==> src/rtl/hex8_pkg.sv <==
// Shared definitions for the hex8 7-segment scanner.
// Contents: the frame word width, default scan and shift timing, the frame step count,
// and the active-low hex-to-segment decode (bit7 = DP, always 1 = off).
package hex8_pkg;

  localparam int unsigned WORD_W       = 16;
  localparam int unsigned SCAN_CNT_DEF = 50_000;
  localparam int unsigned SHCP_DIV_DEF = 2;
  // Steps 0..31 shift 16 bits (data step, then clock-high step); step 32 latches.
  localparam int unsigned LAST_STEP    = 32;

  function automatic logic [7:0] seg_decode(input logic [3:0] nibble);
    logic [7:0] seg;
    case (nibble)
      4'h0: seg = 8'hC0;
      4'h1: seg = 8'hF9;
      4'h2: seg = 8'hA4;
      4'h3: seg = 8'hB0;
      4'h4: seg = 8'h99;
      4'h5: seg = 8'h92;
      4'h6: seg = 8'h82;
      4'h7: seg = 8'hF8;
      4'h8: seg = 8'h80;
      4'h9: seg = 8'h90;
      4'hA: seg = 8'h88;
      4'hB: seg = 8'h83;
      4'hC: seg = 8'hC6;
      4'hD: seg = 8'hA1;
      4'hE: seg = 8'h86;
      default: seg = 8'h8E;
    endcase
    return seg;
  endfunction

endpackage

==> src/rtl/hex8_hc595_shift.sv <==
// Serialises a 16-bit word into two cascaded 74HC595s, MSB first, then pulses STCP.
// Ports:
//   Clk   - system clock
//   Reset - synchronous active-high reset
//   word  - word to send; sampled once per frame at the step-0 tick
//   DS    - serial data, stable a full half-period either side of each SHCP rise
//   SHCP  - shift clock (595 samples DS on its rising edge)
//   STCP  - storage clock, high for one step at the end of every frame
module hex8_hc595_shift
  import hex8_pkg::*;
#(
  parameter int unsigned SHCP_DIV = SHCP_DIV_DEF
) (
  input  logic              Clk,
  input  logic              Reset,
  input  logic [WORD_W-1:0] word,
  output logic              DS,
  output logic              SHCP,
  output logic              STCP
);

  localparam int unsigned DivW = (SHCP_DIV > 1) ? $clog2(SHCP_DIV) : 1;

  logic [DivW-1:0]   div_q;
  logic [5:0]        step_q;
  logic [WORD_W-1:0] word_q;
  logic              tick;
  logic [3:0]        bit_idx;

  assign tick    = (div_q == DivW'(SHCP_DIV - 1));
  // Even step 2i presents word bit 15-i.
  assign bit_idx = 4'd15 - step_q[4:1];

  // step_q names the step whose output update happens at the next tick, so the
  // first tick after reset latches a fresh word rather than shifting out zeros.
  always_ff @(posedge Clk) begin
    if (Reset) begin
      div_q  <= '0;
      step_q <= '0;
      word_q <= '0;
      DS     <= 1'b0;
      SHCP   <= 1'b0;
      STCP   <= 1'b0;
    end else begin
      div_q <= tick ? '0 : div_q + DivW'(1);
      if (tick) begin
        step_q <= (step_q == 6'(LAST_STEP)) ? 6'd0 : step_q + 6'd1;
        if (step_q == 6'd0) begin
          word_q <= word;
          DS     <= word[WORD_W-1];
          SHCP   <= 1'b0;
          STCP   <= 1'b0;
        end else if (step_q == 6'(LAST_STEP)) begin
          SHCP <= 1'b0;
          STCP <= 1'b1;
        end else if (step_q[0]) begin
          SHCP <= 1'b1;
        end else begin
          DS   <= word_q[bit_idx];
          SHCP <= 1'b0;
        end
      end
    end
  end

endmodule

==> config.mk <==
export PLATFORM = sky130hd
export DESIGN_NAME = hex8_hc595_shift
export DESIGN_NICKNAME = d
export VERILOG_FILES = /design/src/rtl/hex8_pkg.sv /design/src/rtl/hex8_hc595_shift.sv
export SDC_FILE = /design/constraint.sdc
export NUM_CORES = 1
export LEC_CHECK = 0
export ABC_AREA = 1
export BUFFER_PORTS_ARGS = -buffer_cell sky130_fd_sc_hd__buf_2
export CAP_MARGIN = 20
export CORE_ASPECT_RATIO = 2
export CORE_UTILIZATION = 43
export CTS_CLUSTER_DIAMETER = 60
export DETAILED_ROUTE_END_ITERATION = 10
export MAX_ROUTING_LAYER = met4
export PLACE_DENSITY = 0.66
export SETUP_SLACK_MARGIN = 0.2
export SLEW_MARGIN = 20
export SYNTH_ARGS = -nofsm -noshare
export SYNTH_HDL_FRONTEND = slang
export SYNTH_SLANG_ARGS = --single-unit
==> constraint.sdc <==
create_clock -name Clk -period 1.5 [get_ports Clk]
set_input_delay 0.225 -clock Clk [delete_from_list [all_inputs] [get_ports Clk]]
set_output_delay 0.225 -clock Clk [all_outputs]
set_load 0.1 [all_outputs]
==> impl_metrics.ini <==
[synthesis]
syn_area_per_cell_um2 = 7.35
yosys_register_bits = 26
synth.largest_area_cell = dfxtp_1
yosysWarnings = 0
netlist_area_um2 = 1200
synth.yosys.seq_area_share = 0.434
synth_top_area_frac = 0.434
synth_area_leaders = dfxtp_1, nand2_1, o21ai_0
ys_types = 23
synthCells = 163
syn-num-nets = 183

[sta]
finalMaxSlewViolations = 0
slew_headroom = 0.680
hold_violations = 0
setup_tns_ps = 0
worst_clock_skew_ps = 6.29
rsz0062_at_grt = yes
period_needed_ps = 1420
worstMarginPinSlew_ps = 483
fin_crit_sh = 0.944
setup_viol = 0
max_freq_ghz = 0.706
worst_slack_ps = 83.8

[global_routing]
grt_overflow_total = 0
grt_max_degree = 16
grt_pass1_wl_um = 4910
first_global_vias = 1159
grt_util_all_layers = 0.229
grt_antenna_before_repair = 0

[drt]
vias_per_cell = 5.08
drt-wirelength-per-cell_um = 13.1
via_count = 1144
wirelength_um = 2950
ant_nets = 0
drc = 0
drt-initial-drc-count = 35
dr.pass1.iters = 4

[clock_tree]
clk_latency_ps = 280
cts_sinks = 26
clk_pin_slew_ps = 90
cts-root-buf = clkbuf_8
cts.path.max_buffers = 2
cts_made_buffers = 3
cts_max_level = 1
cts_tree = built

[final_layout]
n_antenna_cell = 0
drive_above_1_share = 0.391
syn2layout_area_growth_pct = 33.9
fin_area_um2 = 1610
finish.net_count = 218

[critical_path]
critPathLaunch = step_q[0]
r2r-start = step_q[0]
worstPathArrival_ps = 1620
r2r_slack_ps = 80
cp_slowest_stage_delay_ps = 340
path_cells = inv_2 -> ha_4 -> nand2_4 -> nor2_4 -> nand3_4 -> nor2_4 -> buf_12 -> buf_6 -> o21ai_2 -> a21oi_1
crit_fanout = 4
startpoint_type = flop
cp_slowest_cell = dfxtp_2
worstPathRequired_ps = 1710
cp-end-kind = flop
cp_common_cell = nor2_4
crit_type = reg -> reg

[place]
placedInstanceArea_um2 = 1360
port_buffers = 20
dp_slack_ps = -30.4
dp_hpwl_um = 1970
gp_congestion = 0.877

[die]
dieHeight_um = 76.7
initial_core_util = 0.461
ioPinCount = 21
core_area_um2 = 2600
core.rowCount = 26
die_area_um2 = 3020
die_x_um = 39.3

[power_and_ir_drop]
p_leak_nw = 0.696
power_density_nw_per_um2 = 965
power.total_mw = 1.55
peakVddDrop_mv = 0.693

[run_status]
status = complete, no violations

[hold_path]
min_from = word[7]
hp-class = in -> reg

[run]
maxCapViolations = 0
[flip-flops by register name, indices dropped and copies added (netlist names)]
register  count
div_q         1
word_q       16
step_q        6
SHCP          1
STCP          1
DS            1
[final cells by class]
| cell class | count | area, um2 |
|---|---|---|
| well taps | 28 | 35.0 |
| repair inverters | 2 | 12.5 |
| fillers | 251 | 997 |
| multi-input cells | 104 | 643 |
| repair buffers | 35 | 233 |
| inverters | 26 | 110 |
| clock buffers | 4 | 45.0 |
| flip-flops and latches | 26 | 527 |
[through the flow]
step,cells,utilization,hold WS (ps)
floorplan,163,-,360
global placement,211,0.524,440
detailed placement,211,0.524,449
CTS,224,0.606,182
global route,225,0.617,178
finish,225,0.617,171
[placed cells by master (no fill, tap or decap), types with 2 or more instances in the layout]
cell type / instances
nand2_2: 2
nor2_4: 2
dfxtp_1: 23
dfxtp_2: 2
inv_1: 21
nand3_1: 13
nand2_4: 2
xor2_1: 2
o21ai_0: 2
clkbuf_8: 3
o21ai_2: 15
buf_4: 12
nor2_1: 10
nor3b_1: 2
buf_6: 2
nand2_1: 23
inv_4: 2
nor2_2: 3
a21oi_1: 16
buf_2: 20
inv_2: 3
[cells in the mapped netlist]
master,count
dfxtp_1,26
nand2_1,26
inv_1,23
o21ai_0,18
a21oi_1,17
nand3_1,13
nor2_1,13
buf_2,3
a211oi_1,2
buf_6,2
clkbuf_1,2
ha_1,2
inv_2,2
nor2_4,2
nor3_1,2
nor3b_1,2
xor2_1,2
a31oi_1,1
clkinv_1,1
nand2_2,1
nand3_4,1
nand4_1,1
o31ai_1,1
[what timing repair did]
action,CTS,global route
setup endpoints to repair,20,23
cloned,2,0
pin swaps,10,5
hold buffers,0,0
endpoints found under the hold margin,0,0
resized for setup,36,8
buffers inserted,7,1
[worst max-delay path, delay by kind of cell, from the launching register on]
kind / cells / cell delay [ps]
DFF: 1 / 340
adders and majority gates: 1 / 140
and+or+nand+nor: 4 / 400
AOI/OAI and AO/OA: 2 / 160
buffers and inverters: 3 / 320
[per-layer routing]
metal	vias up	global-route usage	routed length, um
met5	-	-	0
met4	0	0.0931	68
met3	7	0.0202	53
met2	16	0.410	1760
met1	529	0.234	1070
li1	592	-	-
[worst paths after layout]
check,cells past startpoint,endpoint
setup / recovery,10,word_q[15]
hold / removal,3,word_q[7]
setup reg to reg,10,word_q[15]
hold reg to reg,2,word_q[11]
[cell families after synthesis]
family                   count (synthesis)  synth area share
AO/OA/AOI/OAI                           39             0.170
XOR/XNOR                                 2            0.0146
adder cells (fa/ha/maj)                  2            0.0209
buffers and inverters                   33             0.119
flip-flops                              26             0.434
AND/OR/NAND/NOR                         61             0.241
[report_power, final]
group          total [mW]  switching [mW]  internal (mW)
Sequential          0.762          0.0220          0.740
Combinational       0.373           0.217          0.156
Clock               0.413           0.223          0.191
(Power assumes the default switching activity.)
